===== src/rtl/sync_fifo_pkg.sv =====
// Shared types and helpers for the sync_fifo family.
package sync_fifo_pkg;

    // How the read port presents data.
    typedef enum logic {
        RD_REG  = 1'b0,
        RD_FWFT = 1'b1
    } rd_mode_e;

    // Pointer width: enough bits to index DEPTH entries.
    function automatic int unsigned ptr_w(input int unsigned depth);
        return (depth > 1) ? $clog2(depth) : 1;
    endfunction

    // Count width: one extra bit so the value DEPTH is representable.
    function automatic int unsigned cnt_w(input int unsigned depth);
        return $clog2(depth) + 1;
    endfunction

    // Geometry and threshold legality, checked at elaboration.
    function automatic bit thresh_ok(input int unsigned depth,
                                     input int unsigned af_thresh,
                                     input int unsigned ae_thresh);
        bit depth_ok;
        depth_ok = (depth >= 2) && ((depth & (depth - 1)) == 0);
        return depth_ok && (af_thresh >= 1) && (af_thresh <= depth) &&
               (ae_thresh <= depth - 1);
    endfunction

endpackage


===== src/rtl/sync_fifo_mem.sv =====
// DEPTH x DWIDTH register array: one synchronous write port, one asynchronous read port.
// Contents are intentionally not reset.
module sync_fifo_mem
    import sync_fifo_pkg::*;
#(
    parameter int unsigned DWIDTH = 64,
    parameter int unsigned DEPTH  = 16
) (
    input  logic                       clk,
    input  logic                       we,
    input  logic [ptr_w(DEPTH)-1:0]    waddr,
    input  logic [DWIDTH-1:0]          wdata,
    input  logic [ptr_w(DEPTH)-1:0]    raddr,
    output logic [DWIDTH-1:0]          rdata
);

    logic [DWIDTH-1:0] mem_q [DEPTH];

    // Write port.
    always_ff @(posedge clk) begin
        if (we) begin
            mem_q[waddr] <= wdata;
        end
    end

    // Asynchronous read port.
    always_comb begin
        rdata = mem_q[raddr];
    end

endmodule


===== src/rtl/sync_fifo_flex.sv =====
// Parametrised single-clock FIFO with registered or first-word-fall-through read,
// programmable almost-full/almost-empty thresholds and sticky overflow/underflow flags.
// Optional feature macro: SYNC_FIFO_HWM_EN enables the high-water-mark register;
// without it the hwm port reads 0.
module sync_fifo_flex
    import sync_fifo_pkg::*;
#(
    parameter int unsigned DWIDTH    = 64,
    parameter int unsigned DEPTH     = 16,
    parameter int unsigned FWFT      = 1,
    parameter int unsigned AF_THRESH = DEPTH - 2,
    parameter int unsigned AE_THRESH = 2
) (
    input  logic                    clk,
    input  logic                    rst,
    input  logic                    wr_en,
    input  logic [DWIDTH-1:0]       wdata,
    input  logic                    rd_en,
    output logic [DWIDTH-1:0]       rdata,
    output logic                    empty,
    output logic                    full,
    output logic                    almost_empty,
    output logic                    almost_full,
    output logic [cnt_w(DEPTH)-1:0] numel,
    output logic                    overflow,
    output logic                    underflow,
    input  logic                    clr_err,
    output logic [cnt_w(DEPTH)-1:0] hwm
);

    localparam int unsigned PW = ptr_w(DEPTH);
    localparam int unsigned CW = cnt_w(DEPTH);
    localparam rd_mode_e RdMode = (FWFT != 0) ? RD_FWFT : RD_REG;

    if (!thresh_ok(DEPTH, AF_THRESH, AE_THRESH)) begin : g_bad_cfg
        $error("sync_fifo_flex: illegal DEPTH/AF_THRESH/AE_THRESH combination");
    end

    logic [PW-1:0]     wr_ptr_q, rd_ptr_q;
    logic [CW-1:0]     numel_q, numel_d;
    logic              empty_q, full_q, aempty_q, afull_q;
    logic              overflow_q, underflow_q;
    logic              overflow_d, underflow_d;
    logic              rd_acc, wr_acc;
    logic [DWIDTH-1:0] mem_rdata;

    // Accept decisions and next occupancy; a read frees the slot a full-FIFO write needs.
    always_comb begin
        rd_acc  = rd_en && !empty_q;
        wr_acc  = wr_en && (!full_q || rd_acc);
        numel_d = numel_q;
        if (wr_acc && !rd_acc) begin
            numel_d = numel_q + CW'(1);
        end else if (rd_acc && !wr_acc) begin
            numel_d = numel_q - CW'(1);
        end
    end

    // Sticky error flags; a new error in the clearing cycle takes priority over the clear.
    always_comb begin
        overflow_d  = (overflow_q && !clr_err) || (wr_en && !wr_acc);
        underflow_d = (underflow_q && !clr_err) || (rd_en && empty_q);
    end

    // Pointers, occupancy and status flags, all registered from the next occupancy.
    always_ff @(posedge clk) begin
        if (rst) begin
            wr_ptr_q <= '0;
            rd_ptr_q <= '0;
            numel_q  <= '0;
            empty_q  <= 1'b1;
            full_q   <= 1'b0;
            aempty_q <= 1'b1;
            afull_q  <= 1'b0;
        end else begin
            if (wr_acc) begin
                wr_ptr_q <= wr_ptr_q + PW'(1);
            end
            if (rd_acc) begin
                rd_ptr_q <= rd_ptr_q + PW'(1);
            end
            numel_q  <= numel_d;
            empty_q  <= (numel_d == '0);
            full_q   <= (numel_d == CW'(DEPTH));
            aempty_q <= (numel_d <= CW'(AE_THRESH));
            afull_q  <= (numel_d >= CW'(AF_THRESH));
        end
    end

    // Error flag registers.
    always_ff @(posedge clk) begin
        if (rst) begin
            overflow_q  <= 1'b0;
            underflow_q <= 1'b0;
        end else begin
            overflow_q  <= overflow_d;
            underflow_q <= underflow_d;
        end
    end

    sync_fifo_mem #(
        .DWIDTH (DWIDTH),
        .DEPTH  (DEPTH)
    ) u_mem (
        .clk   (clk),
        .we    (wr_acc),
        .waddr (wr_ptr_q),
        .wdata (wdata),
        .raddr (rd_ptr_q),
        .rdata (mem_rdata)
    );

    if (RdMode == RD_FWFT) begin : g_fwft
        // Head word shown directly; forced to 0 while empty so reset reads back 0.
        always_comb begin
            rdata = empty_q ? '0 : mem_rdata;
        end
    end else begin : g_reg
        logic [DWIDTH-1:0] rdata_q;

        // Registered read: capture the head word on an accepted read, otherwise hold.
        always_ff @(posedge clk) begin
            if (rst) begin
                rdata_q <= '0;
            end else if (rd_acc) begin
                rdata_q <= mem_rdata;
            end
        end

        always_comb begin
            rdata = rdata_q;
        end
    end

`ifdef SYNC_FIFO_HWM_EN
    logic [CW-1:0] hwm_q;

    // High-water mark: largest occupancy seen since the last reset.
    always_ff @(posedge clk) begin
        if (rst) begin
            hwm_q <= '0;
        end else if (numel_d > hwm_q) begin
            hwm_q <= numel_d;
        end
    end

    always_comb begin
        hwm = hwm_q;
    end
`else
    always_comb begin
        hwm = '0;
    end
`endif

    // Output drive.
    always_comb begin
        empty        = empty_q;
        full         = full_q;
        almost_empty = aempty_q;
        almost_full  = afull_q;
        numel        = numel_q;
        overflow     = overflow_q;
        underflow    = underflow_q;
    end

endmodule


===== config.mk =====
export PLATFORM = sky130hd
export DESIGN_NAME = sync_fifo_flex
export DESIGN_NICKNAME = d
export VERILOG_FILES = /design/src/rtl/sync_fifo_pkg.sv /design/src/rtl/sync_fifo_mem.sv /design/src/rtl/sync_fifo_flex.sv
export SDC_FILE = /design/constraint.sdc
export NUM_CORES = 1
export LEC_CHECK = 0
export BUFFER_PORTS_ARGS = -buffer_cell sky130_fd_sc_hd__buf_2
export CAP_MARGIN = 40
export CORE_MARGIN = 1.5
export CORE_UTILIZATION = 53
export CTS_CLUSTER_SIZE = 40
export DETAILED_ROUTE_END_ITERATION = 7
export GPL_TIMING_DRIVEN = 0
export PLACE_DENSITY = 0.66
export SYNTH_ARGS = -nofsm -noshare
export SYNTH_HDL_FRONTEND = slang
export SYNTH_SLANG_ARGS = --single-unit

===== constraint.sdc =====
create_clock -name clk -period 8.98 [get_ports clk]
set_input_delay 0.898 -clock clk [delete_from_list [all_inputs] [get_ports clk]]
set_output_delay 0.898 -clock clk [all_outputs]
set_load 0.005 [all_outputs]

==> impl_metrics.ini, run 1 <==
[pwr]
sw_frac_of_total_pct = 21.3
p_switching_w = 0.00220
clockPowerShare_pct = 39.6
vdd_drop_max_mv = 0.184
total_power_w = 0.0103
p_leak_nw = 14.7
comb_power_share_pct = 7.4
p_int_w = 0.00811
powerDensity_mw_per_mm2 = 223
seqPwrFrac_pct = 52.9

[cts]
clockRootBuffer = clkbuf_16
cts_max_path_buffers = 3
worstSkewPairLatency_ns = 0.65
cts_buffers = 103
htree_levels = 3
hold_buffers = 0
clkSlewWorstSetupHoldPaths_ns = 0.06
cts_resized = 0
cts_setup_buffers = 0
cts_tree = yes
clkSinkCount = 1047

[critical_path]
required_ns = 8.08
critPathKind = flip-flop to output port
worstPathMaxFanout = 10
reg2reg_depth = 10
end_kind = output port
worstSetupStartpointType = flip-flop
r2r_slack_ns = 5.83
crit_arrival_ns = 3.34

[synth]
ys_seq_elements = 1047
yosys.area.top_type = edfxtp_1
syn_area_per_cell_um2 = 23.1
yosys-top-cells-area = edfxtp_1 (78%), mux4_2 (15%), a22oi_1 (2.4%)
ys.flop_type = edfxtp_1
yosys_warnings = 0
yosysUniqueCellTypes = 42
seq_area_frac_synth_pct = 78.9
netlist_area_mm2 = 0.0395
synth_common_cells = edfxtp_1 (1024), mux4_2 (256), a22oi_1 (129)
synth_edf_count = 1024
async_flop_share_pct = 0
synth_most_common_cell = edfxtp_1
synth_top_area_share_pct = 77.8
syn_inst = 1713

[die]
die-area_mm2 = 0.0762
pin_count = 149
core-area_mm2 = 0.0733
num_rows = 99
die_width_um = 276
dieHeight_um = 276
start_util_pct = 53.9

[routing]
vias = 19174
dr.pass1.iters = 5
avgRoutedWirePerCell_um = 29.0
antenna_left = 0
drcViolationCount = 0
drt_wl_total_mm = 89.9
drt-initial-drc-count = 1924
vias_per_cell = 6.18

[global_routing]
antenna_found_initial = 11
grt_usage_pct = 23.9
grt_pass1_vias = 19956
grt_pass1_wl_mm = 132
grt_start_max_net_pins = 23
grt-ovfl-total = 0

[timing]
period_share_pct = 47.2
skew_ns = 0.0187
slew_violations = 0
max_freq_mhz = 236
setup_viol = 0
rsz0062_at_grt = no
worst_pin_slew_ns = 0.918
slew_headroom_pct = 38.8
hold_viol = 0
period_needed_ns = 4.24

[place]
dp.cells = 2902
place_congestion = 0.739
dp_hpwl_mm = 56.9
port_buffers = 143

[cells_and_area]
area_delta_synth_final_pct = 16.8
fin_nets = 2126
drive_above_1_share_pct = 32.9
finalNonFillerCells = 3103
final_util_pct = 63.0

[status]
outcome = complete, no violations

[min_path]
worstHoldPathCells = 2
worstHoldPathType = flip-flop to flip-flop

[flow_run]
maxCapViolCount = 0
## registers in the layout (all words and copies together) (netlist names), 4 cells and up, named ones only
name	flops
numel	5
u_mem.mem_q	1024
wr_ptr_q	4
rd_ptr_q	4
## per-stage QoR
stage	hold WS [ns]	cell area (um2)	setup slack, ns	TNS, ns
after CTS	0.515	46200	4.68	0
final	0.507	46200	4.74	0
after floorplan	0.467	39500	2.50	0
after detailed placement	0.498	42900	5.09	0
after global routing	0.549	46200	4.61	0
after global placement	0.472	41500	-3.11	-758.77
## power by group through the flow
stage / combinational, W / clock [W] / sequential, W
floorplan: 0.000465 / 0 / 0.00556
global placement: 0.000737 / 0 / 0.00558
detailed placement: 0.000777 / 0 / 0.00556
CTS: 0.000780 / 0.00415 / 0.00546
global route: 0.000826 / 0.00433 / 0.00546
finish: 0.000765 / 0.00409 / 0.00546
## cell usage in the layout, fill, tap and decap left out, types with 6 or more instances in the layout
master / n
clkinv_2: 25
ha_1: 7
buf_2: 164
inv_1: 7
buf_12: 16
a21oi_1: 67
dfxtp_1: 23
clkbuf_16: 106
nor2_4: 12
diode_2: 7
buf_6: 24
buf_16: 25
nand2_1: 9
clkbuf_1: 61
edfxtp_1: 1024
nor2_1: 19
mux4_2: 256
clkinv_1: 26
a22oi_1: 129
buf_1: 9
buf_4: 50
xor2_1: 6
## final timing paths
path | startpoint | to
worst min-delay path | overflow | overflow
worst max-delay path | flip-flop | rdata[4]
worst min register to register | overflow | overflow
worst max register to register | empty | u_mem.mem_q[2][22]
## final cells by class
class / count / area [um2]
plain buffers: 104 / 582
flip-flops and latches: 1047 / 31200
diodes: 7 / 17.5
repair buffers: 228 / 2100
inverters: 7 / 26.3
clock buffers: 128 / 2780
fillers: 4949 / 27100
multi-input cells: 559 / 7840
well taps: 959 / 1200
clock inverters: 64 / 439
## layer usage
metal / up-vias / wire [um] / GRT usage (%)
li1: 8049 / - / -
met1: 10162 / 35300 / 32.1
met2: 776 / 45600 / 39.8
met3: 175 / 6420 / 4.68
met4: 12 / 2470 / 7.81
met5: - / 76 / 0
## worst max-delay path: stages, from the launching register on
cell      delay, ns
dfxtp_1        0.41
clkbuf_1       0.62
clkbuf_1       0.69
mux4_2         0.35
a22oi_1        0.07
a21oi_1        0.36
buf_2          0.19
## cell families (layout without fill, tap and decap cells)
kind of cell	Yosys count	count (layout)	synth area share, %
AOI/OAI and AO/OA	210	210	3.58
xor gates and xnor gates	9	9	0.199
adders and majority gates	7	7	0.222
buffers and inverters	111	531	1.54
DFF	1047	1047	78.9
muxes	259	259	14.7
other	1	12	0.00949
and+or+nand+nor	69	69	0.848
(Power assumes the default switching activity.)
==> run 2, diff against run 1 <==
--- a/config.mk
+++ b/config.mk
@@ -5,6 +5,7 @@
 export SDC_FILE = /design/constraint.sdc
 export NUM_CORES = 1
 export LEC_CHECK = 0
+export ABC_AREA = 1
 export BUFFER_PORTS_ARGS = -buffer_cell sky130_fd_sc_hd__buf_2
 export CAP_MARGIN = 40
 export CORE_MARGIN = 1.5
==> constraint.sdc (replaced) <==
create_clock -name clk -period 4.3 [get_ports clk]
set_input_delay 0.43 -clock clk [delete_from_list [all_inputs] [get_ports clk]]
set_output_delay 0.43 -clock clk [all_outputs]
set_load 0.005 [all_outputs]
==> run 2 against run 1 <==
  * Global-route usage is 6.5 points higher
  * Die area is 4.5% higher
  * Register-to-register slack worse by 4.6 ns
  * Total power is 120% higher
  * Sequential share of layout area is 2.5 points lower
  * Sequential cell count stayed put
  * Clock skew is 0.0027 ns higher
  * Largest power group unchanged
==> impl_metrics.ini, run 2 <==
[cells_and_area]
fin_nets = 3530
final_util_pct = 62.1
largest-register = u_mem.mem_q
drive_above_1_share_pct = 12.5
final_cell_mix = edfxtp_1 (1024), nor2_1 (782), o21ai_0 (372), o211ai_1 (257), buf_2 (187)
area_delta_synth_final_pct = 16.1
layout_commonest_cell = edfxtp_1
largest_register_ffs = 1024

[synth]
ys.flop_type = edfxtp_1
synth_most_common_cell = edfxtp_1
yosys-top-cells-area = edfxtp_1 (74%), nor2_1 (7.2%), o211ai_1 (4.7%)
syn_area_per_cell_um2 = 13.1
ys_seq_elements = 1047
synth_common_cells = edfxtp_1 (1024), nor2_1 (798), o21ai_0 (372)
async_flop_share_pct = 0
synth_top_area_share_pct = 74.4
yosys_warnings = 0
seq_area_frac_synth_pct = 75.5
synth_edf_count = 1024
netlist_area_mm2 = 0.0413
syn_inst = 3145
yosysUniqueCellTypes = 24
yosys.area.top_type = edfxtp_1

[timing]
skew_ns = 0.0214
fin_setup_tns_ns = 0
rsz0062_at_grt = no
slew_violations = 0
max_freq_mhz = 240
setup_viol = 0
worst_pin_slew_ns = 0.945
period_needed_ns = 4.17
slew_headroom_pct = 37.0
hold_viol = 0
period_share_pct = 97.0

[die]
pin_count = 149
die_width_um = 282
start_util_pct = 53.4
core-area_mm2 = 0.0773
dieHeight_um = 282
die-area_mm2 = 0.0797
num_rows = 102

[place]
dp_hpwl_mm = 79.0
port_buffers = 142
place_congestion = 0.840

[cts]
worstSkewPairLatency_ns = 0.68
htree_levels = 3
cts_resized = 0
clkSlewWorstSetupHoldPaths_ns = 0.07
clockRootBuffer = clkbuf_16
cts_max_path_buffers = 3
cts_buffers = 105
clkSinkCount = 1047
cts_tree = yes
hold_buffers = 0
cts_setup_buffers = 0

[routing]
vias_per_cell = 6.13
dr.pass1.iters = 6
drcViolationCount = 0
antenna_left = 0
drt-initial-drc-count = 3669
vias = 28048
avgRoutedWirePerCell_um = 26.3
drt_wl_total_mm = 121

[critical_path]
crit_arrival_ns = 3.74
end_kind = output port
cp_top_family = buffers and inverters
worstPathMaxFanout = 10
critical_path.max_stage_delay_ns = 0.75
required_ns = 3.87
slowest_stage = clkbuf_1
path_cells = buf_4 -> buf_2 -> clkbuf_1 -> o21ai_0 -> o211ai_1 -> nand3_1 -> a21oi_1 -> buf_2
worstSetupStartpointType = flip-flop
critPathKind = flip-flop to output port
crit_buf_inv = 4
timing.critical_path.mode_cell = buf_2

[global_routing]
antenna_found_initial = 5
grt_usage_pct = 30.4
grt_start_max_net_pins = 27
grt-ovfl-total = 0
grt_pass1_vias = 27703
grt_pass1_wl_mm = 175

[status]
outcome = complete, no violations

[pwr]
powerDensity_mw_per_mm2 = 472
p_leak_nw = 15.7
p_switching_w = 0.00552
sw_frac_of_total_pct = 24.3
comb_power_share_pct = 10.4
seqPwrFrac_pct = 50.2
p_int_w = 0.0172
clockPowerShare_pct = 39.3
vdd_drop_max_mv = 0.357

[flow_run]
maxCapViolCount = 0

[min_path]
worstHoldPathType = input port to flip-flop
-- run 2: changes by cell type after synthesis, sizes merged, moves of 18 or more --
cell,delta
nor2,+767
o21ai,+517
mux4,-256
o211ai,+255
nand3,+142
a22oi,-129
clkbuf,+74
buf,+47
nand2,+29
inv,+18
-- run 2: power by group through the flow --
stage	registers, W	clock network, W	logic (W)
after floorplan	0.0116	0	0.00126
after global placement	0.0116	0	0.00221
after detailed placement	0.0116	0	0.00233
after CTS	0.0114	0.00895	0.00234
after global routing	0.0114	0.00937	0.00256
final	0.0114	0.00892	0.00237
-- run 2: path summary, 6_finish.rpt --
kind	from	cells past startpoint	slack, ns	endpoint
hold / removal	clr_err	4	0.02	overflow
hold reg to reg	underflow	2	0.47	underflow
setup / recovery	flip-flop	8	0.13	rdata[5]
setup reg to reg	empty	8	1.24	u_mem.mem_q[8][32]
-- run 2: logic make-up (layout without fill, tap and decap cells) --
| group | Yosys count | in the layout | share of synthesized area [%] |
|---|---|---|---|
| AOI/OAI and AO/OA | 852 | 852 | 11.9 |
| xor gates and xnor gates | 2 | 2 | 0.0424 |
| adders and majority gates | 7 | 7 | 0.212 |
| buffers and inverters | 250 | 637 | 2.92 |
| DFF | 1047 | 1047 | 75.5 |
| other | 1 | 8 | 0.00907 |
| and+or+nand+nor | 986 | 986 | 9.42 |
-- run 2: worst register-to-register path: stages, from the launching register on --
cell     delay (ns)
dfxtp_1        0.36
inv_1          0.07
nand2_1        0.13
a21oi_1        0.41
nand2_1        0.38
nor2_4         0.69
buf_12         0.28
buf_12         0.21
buf_16         0.21
-- run 2: final cells by class --
| type | count | area [um2] |
|---|---|---|
| clock buffers | 133 | 2780 |
| multi-input cells | 1852 | 9040 |
| repair buffers | 198 | 1920 |
| inverters | 25 | 93.8 |
| clock inverters | 56 | 532 |
| well taps | 1040 | 1300 |
| plain buffers | 225 | 1120 |
| diodes | 3 | 7.51 |
| fillers | 5802 | 29300 |
| flip-flops and latches | 1047 | 31200 |
-- run 2: through the flow --
stage / hold slack, ns / std cells / cell area [um2] / setup WS (ns) / power [W]
finish: 0.0249 / 4579 / 48000 / 0.131 / 0.0227
global route: 0.0333 / 4577 / 48000 / 0.0929 / 0.0233
CTS: 0.00557 / 4576 / 48000 / 0.235 / 0.0227
detailed placement: 0.462 / 4387 / 44700 / 0.968 / 0.0139
global placement: 0.452 / 4331 / 43400 / -3.55 / 0.0138
floorplan: 0.455 / 3149 / 41300 / 0.0924 / 0.0129
-- run 2: routing by layer --
layer	track usage (%)	routed length [um]	part of all wire, %
met2	50.0	58400	48
met3	6.06	11400	9.5
met5	0	59	0.049
met1	39.9	45900	38
met4	12.4	4820	4.0
